<file path="src/rtl/flags_encoder_module.sv">
// Two-stage flags encoder with valid/ready handshake on both sides.
// S1 registers the incoming operation; S2 holds the computed N/Z/C/V word.
// A NOP word repeats the flags of the last non-NOP word that reached S2.
// sticky_v and ovf_count track overflow words as they are loaded into S2.
module flags_encoder_module #(
  parameter int WIDTH = 4
) (
  input  logic             clk,
  input  logic             rst_n,
  input  logic             in_valid,
  output logic             in_ready,
  input  logic [1:0]       op,
  input  logic [WIDTH-1:0] a,
  input  logic [WIDTH-1:0] b,
  input  logic [WIDTH-1:0] result,
  output logic             out_valid,
  input  logic             out_ready,
  output logic [3:0]       flags,
  input  logic             clear_sticky,
  output logic             sticky_v,
  output logic [7:0]       ovf_count
);

  localparam logic [1:0] OP_ADD   = 2'b00;
  localparam logic [1:0] OP_SUB   = 2'b01;
  localparam logic [1:0] OP_LOGIC = 2'b10;

  logic             s1_valid;
  logic [1:0]       s1_op;
  logic [WIDTH-1:0] s1_a;
  logic [WIDTH-1:0] s1_b;
  logic [WIDTH-1:0] s1_result;
  logic [3:0]       held_flags;
  logic [3:0]       nxt_flags;
  logic [WIDTH:0]   sum;
  logic [WIDTH:0]   diff;
  logic             s1_advance;
  logic             in_fire;

  // S1 moves into S2 whenever S2 is empty or is being drained this cycle.
  assign s1_advance = s1_valid && (!out_valid || out_ready);
  assign in_ready   = !s1_valid || s1_advance;
  assign in_fire    = in_valid && in_ready;

  // Flag computation for the word sitting in S1.
  always_comb begin
    sum       = {1'b0, s1_a} + {1'b0, s1_b};
    diff      = {1'b0, s1_a} + {1'b0, ~s1_b} + {{WIDTH{1'b0}}, 1'b1};
    nxt_flags = held_flags;
    case (s1_op)
      OP_ADD: begin
        nxt_flags[3] = sum[WIDTH-1];
        nxt_flags[2] = (sum[WIDTH-1:0] == '0);
        nxt_flags[1] = sum[WIDTH];
        nxt_flags[0] = (s1_a[WIDTH-1] == s1_b[WIDTH-1]) &&
                       (sum[WIDTH-1] != s1_a[WIDTH-1]);
      end
      OP_SUB: begin
        nxt_flags[3] = diff[WIDTH-1];
        nxt_flags[2] = (diff[WIDTH-1:0] == '0);
        nxt_flags[1] = diff[WIDTH];
        nxt_flags[0] = (s1_a[WIDTH-1] != s1_b[WIDTH-1]) &&
                       (diff[WIDTH-1] != s1_a[WIDTH-1]);
      end
      OP_LOGIC: begin
        nxt_flags[3] = s1_result[WIDTH-1];
        nxt_flags[2] = (s1_result == '0);
        nxt_flags[1] = 1'b0;
        nxt_flags[0] = 1'b0;
      end
      default: nxt_flags = held_flags;
    endcase
  end

  // S1 capture register.
  always_ff @(posedge clk or negedge rst_n) begin
    if (!rst_n) begin
      s1_valid  <= 1'b0;
      s1_op     <= 2'b00;
      s1_a      <= '0;
      s1_b      <= '0;
      s1_result <= '0;
    end else if (in_fire) begin
      s1_valid  <= 1'b1;
      s1_op     <= op;
      s1_a      <= a;
      s1_b      <= b;
      s1_result <= result;
    end else if (s1_advance) begin
      s1_valid  <= 1'b0;
    end
  end

  // S2 output register plus the flags remembered for NOP words.
  always_ff @(posedge clk or negedge rst_n) begin
    if (!rst_n) begin
      out_valid  <= 1'b0;
      flags      <= 4'b0000;
      held_flags <= 4'b0000;
    end else if (s1_advance) begin
      out_valid <= 1'b1;
      flags     <= nxt_flags;
      if (s1_op != 2'b11) begin
        held_flags <= nxt_flags;
      end
    end else if (out_ready) begin
      out_valid <= 1'b0;
    end
  end

  // Overflow tracking; a clear on the same edge as a V=1 load wins.
  always_ff @(posedge clk or negedge rst_n) begin
    if (!rst_n) begin
      sticky_v  <= 1'b0;
      ovf_count <= 8'd0;
    end else if (clear_sticky) begin
      sticky_v  <= 1'b0;
      ovf_count <= 8'd0;
    end else if (s1_advance && nxt_flags[0]) begin
      sticky_v <= 1'b1;
      if (ovf_count != 8'hFF) begin
        ovf_count <= ovf_count + 8'd1;
      end
    end
  end

endmodule
</file>
<file path="config.mk">
export PLATFORM = sky130hd
export DESIGN_NAME = flags_encoder_module
export DESIGN_NICKNAME = d
export VERILOG_FILES = /design/src/rtl/flags_encoder_module.sv
export SDC_FILE = /design/constraint.sdc
export NUM_CORES = 1
export LEC_CHECK = 0
export ABC_AREA = 1
export BUFFER_PORTS_ARGS = -buffer_cell sky130_fd_sc_hd__buf_2
export CORE_UTILIZATION = 50
export DETAILED_ROUTE_END_ITERATION = 16
export PLACE_DENSITY = 0.73
export REMOVE_ABC_BUFFERS = 1
export SYNTH_ARGS = -nofsm -noshare
export SYNTH_HDL_FRONTEND = slang
export SYNTH_SLANG_ARGS = --single-unit
</file>
<file path="constraint.sdc">
create_clock -name clk -period 3.2 [get_ports clk]
set_input_delay 0.64 -clock clk [delete_from_list [all_inputs] [get_ports clk]]
set_output_delay 0.64 -clock clk [all_outputs]
set_load 0.005 [all_outputs]
</file>
[Yosys cells after proc, flatten, opt, wreduce, memory -nomap -nowiden]
Cells that the tools add are included.
Widths: inputs -> output; s select.
Word-level totals
  bits in registers: 33
  input bits: 19
  output and inout port bits: 15
  logic and storage cells: 52
Operators by class
  add/sub/neg operators: 4
  equality and inequality tests: 8
  muxes and demuxes: 10
  bitwise gates (word level): 1
  reduce and logical (&&, ||, !) cells: 19
Operators by type and width (number)
  $mux 8: 3
  $logic_not 4->1: 3
  $pmux 4 s3: 1
  $add 4x4->5: 2
  $add 8x1->8 const B: 1
  $ne 8x8->1 const B: 1
  $reduce_bool 2->1: 4
  $mux 1: 6
  $add 5x1->5 const B: 1
  $logic_and 1x1->1: 5
  $not 4->4: 1
  $reduce_and 2->1: 2
  $ne 1x1->1: 3
  $eq 2x1->1 const B: 1
  $eq 2x2->1 const B: 1
  $logic_not 1->1: 2
  $logic_not 2->1: 1
  $logic_or 1x1->1: 2
  $ne 2x2->1 const B: 1
  $eq 1x1->1: 1

[Logic depth before layout (Yosys ltp)]
Gate-level depths: netlist (run 1).
  depth after elaboration: 9
  mapped depth: 14
  gate-level depth less buffers: 14

[Least setup slack after synthesis (run 1)]
Ideal clock, no wire load.
  kind: register to register
  from: register s1_b[0]
  to: register held_flags[1]
  library setup time: 0.083 ns
  arrival time: 1.569 ns
  required time: 3.117 ns
  setup slack: 1.548 ns
  cell stages (with the launch flop): 10
  buffers on the path: 0
  period minus slack after synthesis: 1.652 ns
  cells stage by stage: dfrtp_1 > ha_1 > inv_1 > fa_1 > or2_2 > a21oi_1 > o21ai_0 > o21ai_0 > nand2_1 > o21ai_0
Between the ends
  longest elaborated chain between the ends: 4
  elaborated cells between the ends (all ways): 5
  those cells by class: add/sub (3); mux (1); bitwise (1)
RTL lines
  from (decl): RTL line 31  | logic [WIDTH-1:0] s1_b;
  from (signal assigned): RTL line 81  | s1_b <= '0;
  from (signal assigned): RTL line 87  | s1_b <= b;
  $not 4->4: RTL line 48  | diff = {1'b0, s1_a} + {1'b0, ~s1_b} + {{WIDTH{1'b0}}, 1'b1};
  $add 4x4->5: RTL line 48
  $add 5x1->5: RTL line 48
  $pmux 4 s3 *: RTL line 50  | case (s1_op)
  to (signal assigned): RTL line 104  | held_flags <= nxt_flags;
  to (decl): RTL line 33  | logic [3:0] held_flags;
Every way passes the cells marked *; elsewhere a longest branch is shown, timed or not.
A chain may end at the register's enable or synchronous reset.

[Worst setup path after layout (run 1)]
  from: register s1_a[2]
  to: register ovf_count[3]
Between the ends
  longest elaborated chain between the ends: 8
  elaborated cells between the ends (all ways): 11
  those cells by class: add/sub (3); eq/ne (2); mux (1); reduce/logical (5)
RTL lines
  from (decl): RTL line 30  | logic [WIDTH-1:0] s1_a;
  from (signal assigned): RTL line 80  | s1_a <= '0;
  from (signal assigned): RTL line 86  | s1_a <= a;
  $add 4x4->5: RTL line 48
  $add 5x1->5: RTL line 48
  $ne 1x1->1: RTL line 63  | (diff[WIDTH-1] != s1_a[WIDTH-1]);
  $logic_and 1x1->1: RTL line 62  | nxt_flags[0] = (s1_a[WIDTH-1] != s1_b[WIDTH-1]) &&
  $pmux 4 s3 *: RTL line 50
  $logic_and 1x1->1 *: RTL line 119  | end else if (s1_advance && nxt_flags[0]) begin
  $reduce_bool 2->1 (no source line) *
  $reduce_and 2->1 (no source line) *
  to (signal assigned): RTL line 122  | ovf_count <= ovf_count + 8'd1;
  to (decl): RTL line 21  | output logic [7:0] ovf_count
Marked as above.

==> impl_metrics.env, run 1 <==
export IMPL_layout_common_cells="nand2_1 (52), dfrtp_1 (33), buf_2 (33), inv_1 (30), nor2_1 (27)"
export IMPL_core_um2=3442
export IMPL_ys_seq_elements=33
export IMPL_min_period_over_period=0.5792
export IMPL_ctsResizeCount=0
export IMPL_switching_power_uw=435.1
export IMPL_nets=297
export IMPL_setup_tns_ns=0
export IMPL_layout_setup_ws_ns=1.347
export IMPL_num_vias=1537
export IMPL_met2_usage=0.3091
export IMPL_multiInputGateArea_um2=892.1
export IMPL_synth_edf_count=0
export IMPL_clock_power_share=0.292
export IMPL_cts_made_buffers=5
export IMPL_hpwl_um=2568
export IMPL_leakagePower_nw=1.189
export IMPL_grt_busiest_layer="met2"
export IMPL_synthFlopType="dfrtp_1"
export IMPL_drive_above_1_share=0.2045
export IMPL_grt_setup_unrepaired="false"
export IMPL_gp_congestion=0.8064
export IMPL_critPathCaptureType="register"
export IMPL_fin_skew_ns=0.005013
export IMPL_regToRegEndpoint="ovf_count[3]"
export IMPL_rows=21
export IMPL_post_cts_repair_setup_buffers=0
export IMPL_io_pins=34
export IMPL_fp_dieH_um=62.92
export IMPL_hold_viol_final=0
export IMPL_wl_um=3438
export IMPL_slew_violations=0
export IMPL_area_delta_synth_final_pct=17.73
export IMPL_comb_power_share=0.302
export IMPL_use_met1=0.2706
export IMPL_switching_share=0.3196
export IMPL_yosysUniqueCellTypes=29
export IMPL_start_util=0.5391
export IMPL_finalSetupViolations=0
export IMPL_clkTransAtPathRegs_ns=0.07
export IMPL_rr_worst_depth=9
export IMPL_vias_per_cell=4.879
export IMPL_power_density_nw_per_um2=623.2
export IMPL_gr_total_overflow=0
export IMPL_worstHoldPathType="in2async"
export IMPL_post_drt_wl_per_cell_um=10.91
export IMPL_ir_drop_mv=0.3394
export IMPL_diodes=0
export IMPL_slew_headroom=0.5254
export IMPL_fill_cells=305
export IMPL_postCtsHoldBufs=0
export IMPL_yosys_warnings=0
export IMPL_p_total_mw=1.362
export IMPL_final_seq_area_um2=825.8
export IMPL_h_tree_depth=2
export IMPL_ys_seq_area_frac=0.4450
export IMPL_dp_cells=307
export IMPL_final_cells=315
export IMPL_required_ns=3.42
export IMPL_start_kind="register"
export IMPL_grt_first_pass_wirelength_um=6203
export IMPL_cts_path_max_buffers=2
export IMPL_tightest_slew_ns=0.7119
export IMPL_drc_errors=0
export IMPL_cap_viol_max_count=0
export IMPL_fmax_mhz=539.6
export IMPL_fin_area_um2=2185
export IMPL_rrSetupSlack_ns=1.35
export IMPL_r2r_start="s1_a[2]"
export IMPL_cts_sinks=33
export IMPL_dr_pass1_iters=5
export IMPL_grt_max_degree=34
export IMPL_dpl_instance_area_um2=2068
export IMPL_seq_power_share=0.405
export IMPL_antenna_found_initial=0
export IMPL_worstPathMaxFanout=9
export IMPL_async_flop_share=1.000
export IMPL_syn_inst=230
export IMPL_grt_util_all_layers=0.2025
export IMPL_critical_path_arrival_ns=2.07
export IMPL_criticalPathCategory="reg2reg"
export IMPL_met3_usage=0.05474
export IMPL_place_ws_ns=1.228
export IMPL_internal_power_uw=926.4
export IMPL_syn_avg_cell_area_um2=8.068
export IMPL_fp_dieW_um=62.92
export IMPL_drtAntennaViolNets=0
export IMPL_hold_ws_ns=0.4082
export IMPL_final_core_util=0.6347
export IMPL_min_period_ns=1.853
export IMPL_drtIter0Drc=77
export IMPL_syn_cell_area_um2=1856
export IMPL_insertion_delay_ns=0.28
export IMPL_status="finished clean"
export IMPL_grt_pass1_vias=1439
export IMPL_portBuffers=33
export IMPL_cts_tree="built"
export IMPL_die_area_um2=3959
export IMPL_cts_root_buf="clkbuf_8"
export IMPL_layout_commonest_cell="nand2_1"
## sequential cells by signal, summed over array words and instances (netlist names)
register and count:
s1_a 4, s1_op 2, held_flags 4, s1_b 4, s1_result 4, ovf_count 8, sticky_v 1, s1_valid 1
out_valid 1, flags 4
## worst max-delay path, cell delays in order, from the launching register on
cell and delay (ns):
dfrtp_1 0.40, ha_1 0.40, or2_1 0.26, nand3_1 0.09, nand3_1 0.10, nand3_2 0.13
nand3_4 0.14, nand2_4 0.15, nand2_1 0.07, nand2_1 0.05
## cells in the mapped netlist, types with 2 or more instances
cell	n	area share
a21oi_1	17	0.046
buf_2	2	0.0054
dfrtp_1	33	0.45
ha_1	9	0.061
inv_1	30	0.061
mux2_2	5	0.030
nand2_1	52	0.11
nand2_2	3	0.010
nand3_1	21	0.057
nor2_1	27	0.055
nor3_1	2	0.0054
nor3b_1	2	0.0081
o21ai_0	6	0.016
or2_2	2	0.0067
xor2_1	5	0.024
## worst max-delay path by stage
stage	start	to	depth (start not counted)
floorplan	out_ready	s1_a[2]	4
global placement	out_ready	s1_result[2]	6
detailed placement	out_ready	s1_result[3]	6
CTS	s1_a[2]	ovf_count[0]	9
global route	s1_b[1]	ovf_count[1]	14
finish	s1_a[2]	ovf_count[3]	9
## metal layers
metal  routed length (um)  vias to the layer above
met5                    0                        -
met4                   48                        0
met2                 1502                       44
met3                  156                        4
met1                 1730                      675
li1                     -                      814
## kinds of logic after synthesis
| kind of cell | synth area share |
|---|---|
| buffers and inverters | 0.07417 |
| AO/OA/AOI/OAI | 0.07283 |
| multiplexers | 0.03034 |
| XOR/XNOR | 0.02832 |
| AND/OR/NAND/NOR | 0.2778 |
| flip-flops | 0.4450 |
| adder cells (fa/ha/maj) | 0.07148 |
## final cells by class
cell class              instances  area share
multi-input cells             162      0.4084
repair buffers                 34     0.07904
clock inverters                 1     0.01375
flip-flops and latches         33      0.3780
inverters                      32     0.05498
clock buffers                   7     0.03952
well taps                      46     0.02635
## power by group through the flow
| stage | Combinational, mW | Sequential [mW] | Clock (mW) |
|---|---|---|---|
| 6_report | 0.412 | 0.552 | 0.398 |
| 5_1_grt | 0.479 | 0.565 | 0.429 |
| 4_1_cts | 0.413 | 0.553 | 0.412 |
| 2_1_floorplan | 0.293 | 0.557 | 0 |
| 3_5_place_dp | 0.410 | 0.561 | 0 |
| 3_3_place_gp | 0.407 | 0.559 | 0 |
(Power assumes the default switching activity.)
==> inputs of run 2 (changes only) <==
--- a/config.mk
+++ b/config.mk
@@ -9,7 +9,7 @@
 export BUFFER_PORTS_ARGS = -buffer_cell sky130_fd_sc_hd__buf_2
 export CORE_UTILIZATION = 50
 export DETAILED_ROUTE_END_ITERATION = 16
-export PLACE_DENSITY = 0.73
+export PLACE_DENSITY = 0.76
 export REMOVE_ABC_BUFFERS = 1
 export SYNTH_ARGS = -nofsm -noshare
 export SYNTH_HDL_FRONTEND = slang
==> constraint.sdc (replaced) <==
create_clock -name clk -period 1.55 [get_ports clk]
set_input_delay 0.31 -clock clk [delete_from_list [all_inputs] [get_ports clk]]
set_output_delay 0.31 -clock clk [all_outputs]
set_load 0.005 [all_outputs]
==> impl_metrics.env, run 2 (synthesis gave the netlist of run 1 again) <==
export IMPL_insertion_delay_ns=0.30
export IMPL_vias_per_cell=5.313
export IMPL_p_total_mw=3.147
export IMPL_slew_headroom=0.6524
export IMPL_grt_busiest_layer="met2"
export IMPL_max_stage_delay_ns=0.40
export IMPL_criticalPathCategory="reg2reg"
export IMPL_antenna_found_initial=0
export IMPL_seq_power_share=0.363
export IMPL_fill_cells=244
export IMPL_cts_path_max_buffers=2
export IMPL_layout_commonest_cell="nand2_1"
export IMPL_fmax_mhz=564.5
export IMPL_wl_um=5149
export IMPL_worstPathMaxFanout=8
export IMPL_ir_drop_mv=0.7302
export IMPL_gr_total_overflow=0
export IMPL_drc_errors=0
export IMPL_violations="negative setup slack"
export IMPL_required_ns=1.73
export IMPL_use_met1=0.2972
export IMPL_power_density_nw_per_um2=1233
export IMPL_portBuffers=33
export IMPL_finalSetupViolations=17
export IMPL_gp_congestion=0.9219
export IMPL_critical_path_arrival_ns=1.95
export IMPL_clock_power_share=0.199
export IMPL_slowest_stage="dfrtp_1"
export IMPL_largest_reg_flops=8
export IMPL_cts_root_buf="clkbuf_8"
export IMPL_fin_skew_ns=0.006535
export IMPL_status="complete, but fails checks"
export IMPL_dpl_instance_area_um2=2241
export IMPL_diodes=0
export IMPL_internal_power_mw=1.990
export IMPL_drtAntennaViolNets=0
export IMPL_cts_made_buffers=5
export IMPL_slew_violations=0
export IMPL_grt_setup_unrepaired="true"
export IMPL_postCtsHoldBufs=0
export IMPL_area_delta_synth_final_pct=37.56
export IMPL_tightest_slew_ns=0.5213
export IMPL_leakagePower_nw=1.340
export IMPL_die_area_um2=3959
export IMPL_grt_util_all_layers=0.2553
export IMPL_min_period_over_period=1.143
export IMPL_switching_power_mw=1.157
export IMPL_grt_pass1_vias=1715
export IMPL_setup_tns_ns=-2.999
export IMPL_h_tree_depth=2
export IMPL_worstHoldPathType="in2async"
export IMPL_layout_common_cells="nand2_1 (44), buf_2 (33), dfrtp_1 (32), buf_4 (32), nor2_1 (26)"
export IMPL_fin_area_um2=2552
export IMPL_drtIter0Drc=225
export IMPL_fp_dieW_um=62.92
export IMPL_grt_first_pass_wirelength_um=7652
export IMPL_cts_tree="built"
export IMPL_path_delay_family="simple AND/OR/NAND/NOR gates"
export IMPL_critPathCaptureType="register"
export IMPL_rows=21
export IMPL_final_core_util=0.7415
export IMPL_comb_power_share=0.438
export IMPL_hpwl_um=2973
export IMPL_start_util=0.5391
export IMPL_top_register="ovf_count"
export IMPL_core_um2=3442
export IMPL_met2_usage=0.4288
export IMPL_cts_sinks=33
export IMPL_met3_usage=0.06752
export IMPL_num_vias=1849
export IMPL_start_kind="register"
export IMPL_switching_share=0.3678
export IMPL_clkTransAtPathRegs_ns=0.07
export IMPL_layout_setup_ws_ns=-0.2215
export IMPL_cap_viol_max_count=0
export IMPL_cp_num_buf_inv=1
export IMPL_fp_dieH_um=62.92
export IMPL_drive_above_1_share=0.4040
export IMPL_nets=330
export IMPL_post_drt_wl_per_cell_um=14.80
export IMPL_hold_viol_final=0
export IMPL_min_period_ns=1.771
export IMPL_io_pins=34
export IMPL_grt_max_degree=34
export IMPL_path_cells="buf_6 -> ha_4 -> a21oi_2 -> nand3_1 -> nand3_1 -> nand3_2 -> nand3_4 -> nand2_8 -> nand2_1 -> nand2_1"
export IMPL_dr_pass1_iters=4
[run 2: metal layers]
layer  vias to the layer above  part of all wire  routed length [um]
met3                        28             0.068                 351
met2                        90              0.48                2491
met5                         -                 0                   0
li1                        876                 -                   -
met4                         0             0.040                 206
met1                       855              0.41                2099
[run 2: worst paths after layout]
path | from | endpoint | cells past startpoint | slack, ns
worst max-delay path | s1_a[2] | ovf_count[5] | 10 | -0.22
worst min-delay path | rst_n | s1_result[1] | 2 | 0.04
worst max register to register | s1_a[2] | ovf_count[5] | 10 | -0.22
worst min register to register | flags[2] | flags[2] | 2 | 0.48
max in group asynchronous | rst_n | s1_a[1] | 2 | 1.19
min in group clk | b[0] | s1_b[0] | 2 | 0.24
[run 2: area by class of cell]
class                      instances  area [um2]  area share
multi-input combinational        163        1049      0.4108
clock inverter                     2       10.01    0.003922
tap                               46       57.56     0.02255
inverter                          32       120.1     0.04706
timing repair buffer              66       416.7      0.1632
clock buffer                       6       72.57     0.02843
sequential                        33       827.0      0.3240
[run 2: what timing repair did]
action,in CTS,in global routing
cloned,1,0
resized for setup,27,18
pin swaps,16,5
endpoints found under the setup margin,17,17
endpoints found under the hold margin,0,0
buffers inserted,6,3
[run 2: through the flow]
step / setup WS, ns / cells / hold WS [ns]
2_1_floorplan: -0.1020 / 227 / 0.01441
3_3_place_gp: -0.1948 / 330 / 0.3574
3_5_place_dp: -0.2436 / 330 / 0.3610
4_1_cts: -0.1515 / 345 / 0.04883
5_1_grt: -0.2924 / 348 / 0.06609
6_report: -0.2215 / 348 / 0.03680
[run 2: power groups by stage]
stage	Combinational [mW]	Clock, mW	Sequential (mW)
after detailed placement	1.03	0	1.14
after CTS	1.18	0.634	1.13
after global routing	1.50	0.681	1.16
after global placement	1.01	0	1.13
final	1.38	0.627	1.14
after floorplan	0.604	0	1.15
==> inputs of run 3 (changes only) <==
--- a/config.mk
+++ b/config.mk
@@ -7,9 +7,11 @@
 export LEC_CHECK = 0
 export ABC_AREA = 1
 export BUFFER_PORTS_ARGS = -buffer_cell sky130_fd_sc_hd__buf_2
-export CORE_UTILIZATION = 50
+export CELL_PAD_IN_SITES_DETAIL_PLACEMENT = 0
+export CELL_PAD_IN_SITES_GLOBAL_PLACEMENT = 1
+export CORE_UTILIZATION = 36
 export DETAILED_ROUTE_END_ITERATION = 16
-export PLACE_DENSITY = 0.76
+export PLACE_DENSITY_LB_ADDON = 0.1
 export REMOVE_ABC_BUFFERS = 1
 export SYNTH_ARGS = -nofsm -noshare
 export SYNTH_HDL_FRONTEND = slang
==> impl_metrics.env, run 3 (synthesis gave the netlist of run 1 again) <==
export IMPL_clock_power_share=0.289
export IMPL_critical_path_arrival_ns=1.96
export IMPL_hold_viol_final=0
export IMPL_seq_power_share=0.332
export IMPL_largest_reg_flops=8
export IMPL_rows=25
export IMPL_nets=333
export IMPL_status="complete, but fails checks"
export IMPL_fin_skew_ns=0.007011
export IMPL_cts_tree="built"
export IMPL_layout_setup_ws_ns=-0.1790
export IMPL_cts_root_buf="clkbuf_8"
export IMPL_switching_share=0.3197
export IMPL_worstPathMaxFanout=8
export IMPL_worstHoldPathType="in2reg"
export IMPL_multiInputGateArea_um2=1028
export IMPL_fp_dieH_um=73.80
export IMPL_num_vias=1713
export IMPL_hpwl_um=3018
export IMPL_leakagePower_nw=1.391
export IMPL_ir_drop_mv=0.5292
export IMPL_slew_violations=0
export IMPL_fin_area_um2=2668
export IMPL_antenna_found_initial=0
export IMPL_io_pins=34
export IMPL_grt_setup_unrepaired="true"
export IMPL_power_density_nw_per_um2=1275
export IMPL_clkTransAtPathRegs_ns=0.07
export IMPL_insertion_delay_ns=0.29
export IMPL_gp_congestion=0.7983
export IMPL_final_seq_area_um2=827.0
export IMPL_final_cells=372
export IMPL_die_area_um2=5446
export IMPL_cts_sinks=33
export IMPL_grt_pass1_vias=1631
export IMPL_gr_total_overflow=0
export IMPL_tightest_slew_ns=0.4201
export IMPL_drtIter0Drc=86
export IMPL_layout_commonest_cell="nand2_1"
export IMPL_h_tree_depth=2
export IMPL_fill_cells=456
export IMPL_cap_viol_max_count=0
export IMPL_dr_pass1_iters=4
export IMPL_drive_above_1_share=0.3836
export IMPL_switching_power_mw=1.087
export IMPL_vias_per_cell=4.605
export IMPL_fp_dieW_um=73.80
export IMPL_dp_cells=358
export IMPL_slew_headroom=0.7199
export IMPL_cts_path_max_buffers=2
export IMPL_comb_power_share=0.379
export IMPL_core_um2=4848
export IMPL_violations="negative setup slack"
export IMPL_min_period_ns=1.729
export IMPL_grt_max_degree=34
export IMPL_min_period_over_period=1.115
export IMPL_area_delta_synth_final_pct=43.76
export IMPL_dpl_instance_area_um2=2345
export IMPL_criticalPathCategory="reg2reg"
export IMPL_layout_common_cells="nand2_1 (44), buf_2 (33), dfrtp_1 (32), buf_4 (30), inv_1 (26)"
export IMPL_post_drt_wl_per_cell_um=11.60
export IMPL_portBuffers=33
export IMPL_required_ns=1.78
export IMPL_internal_power_mw=2.314
export IMPL_setup_tns_ns=-2.484
export IMPL_critPathCaptureType="register"
export IMPL_start_kind="register"
export IMPL_diodes=0
export IMPL_start_util=0.3827
export IMPL_top_register="ovf_count"
export IMPL_drc_errors=0
export IMPL_finalSetupViolations=17
export IMPL_cts_made_buffers=5
export IMPL_grt_util_all_layers=0.1857
export IMPL_fmax_mhz=578.4
export IMPL_drtAntennaViolNets=0
export IMPL_wl_um=4317
export IMPL_grt_first_pass_wirelength_um=7493
run 3: cell count changes in the layout (fill, tap and decap cells not counted), moves of 2 or more:
cell,delta
inv_2,-2
buf_6,+2
nand3_2,-4
a21oi_1,+2
inv_1,+2
buf_12,+2
buf_4,-2
nand3_1,+3
bufinv_16,+2
run 3: critical path, cell delays in order (launching register included):
cell and delay (ns):
dfrtp_1 0.44, buf_6 0.15, ha_4 0.16, nor2_4 0.08
nand2_2 0.08, nand2_2 0.07, nand2_1 0.05, nand2_1 0.07
nand2_2 0.07, nand3_4 0.10, nand3_4 0.13, nand2_8 0.15
nand2_1 0.06, nand2_1 0.05
run 3: metal layers:
| layer | wire (um) | GRT usage | part of all wire | up-vias |
|---|---|---|---|---|
| met1 | 2183 | 0.2526 | 0.51 | 789 |
| met2 | 1888 | 0.2854 | 0.44 | 37 |
| met4 | 67 | 0.07051 | 0.016 | 0 |
| met3 | 178 | 0.04390 | 0.041 | 7 |
| li1 | - | - | - | 880 |
| met5 | 0 | 0 | 0 | - |
run 3: through the flow:
step / hold slack, ns / util / worst slack, ns / power [mW]
floorplan: 0.01441 / - / -0.1020 / 1.754
global placement: 0.2837 / 0.4836 / -0.2659 / 2.235
detailed placement: 0.2877 / 0.4836 / -0.2713 / 2.240
CTS: 0.2366 / 0.5445 / -0.1802 / 3.400
global route: 0.2425 / 0.5502 / -0.2937 / 3.654
finish: 0.2457 / 0.5502 / -0.1790 / 3.401
run 3: worst paths after layout:
path,startpoint,end,slack [ns],cells past startpoint
max,s1_a[2],ovf_count[3],-0.18,13
min,a[2],s1_a[2],0.25,2
max reg2reg,s1_a[2],ovf_count[3],-0.18,13
min reg2reg,flags[3],flags[3],0.47,2
max in group asynchronous,rst_n,s1_a[1],0.86,3
min in group asynchronous,rst_n,flags[1],0.50,3
run 3: what timing repair did:
item,4_1_cts,5_1_grt
gates resized for setup,27,12
cloned,1,0
hold buffers,1,0
buffers inserted,4,0
pin swaps,11,7
setup endpoints to repair,17,17
endpoints found under the hold margin,33,0
run 3: cell type report:
cell class | instances | share of cell area
Inverter | 32 | 0.04503
Clock buffer | 5 | 0.02580
Tap cell | 67 | 0.03143
Clock inverter | 3 | 0.02439
Sequential cell | 33 | 0.3100
Timing Repair Buffer | 69 | 0.1778
Multi-Input combinational cell | 163 | 0.3856
run 3: power groups by stage:
stage	clock (mW)	sequential, mW	combinational [mW]
floorplan	0	1.15	0.604
global placement	0	1.14	1.10
detailed placement	0	1.14	1.10
CTS	1.01	1.13	1.26
global route	1.05	1.16	1.44
finish	0.984	1.13	1.29
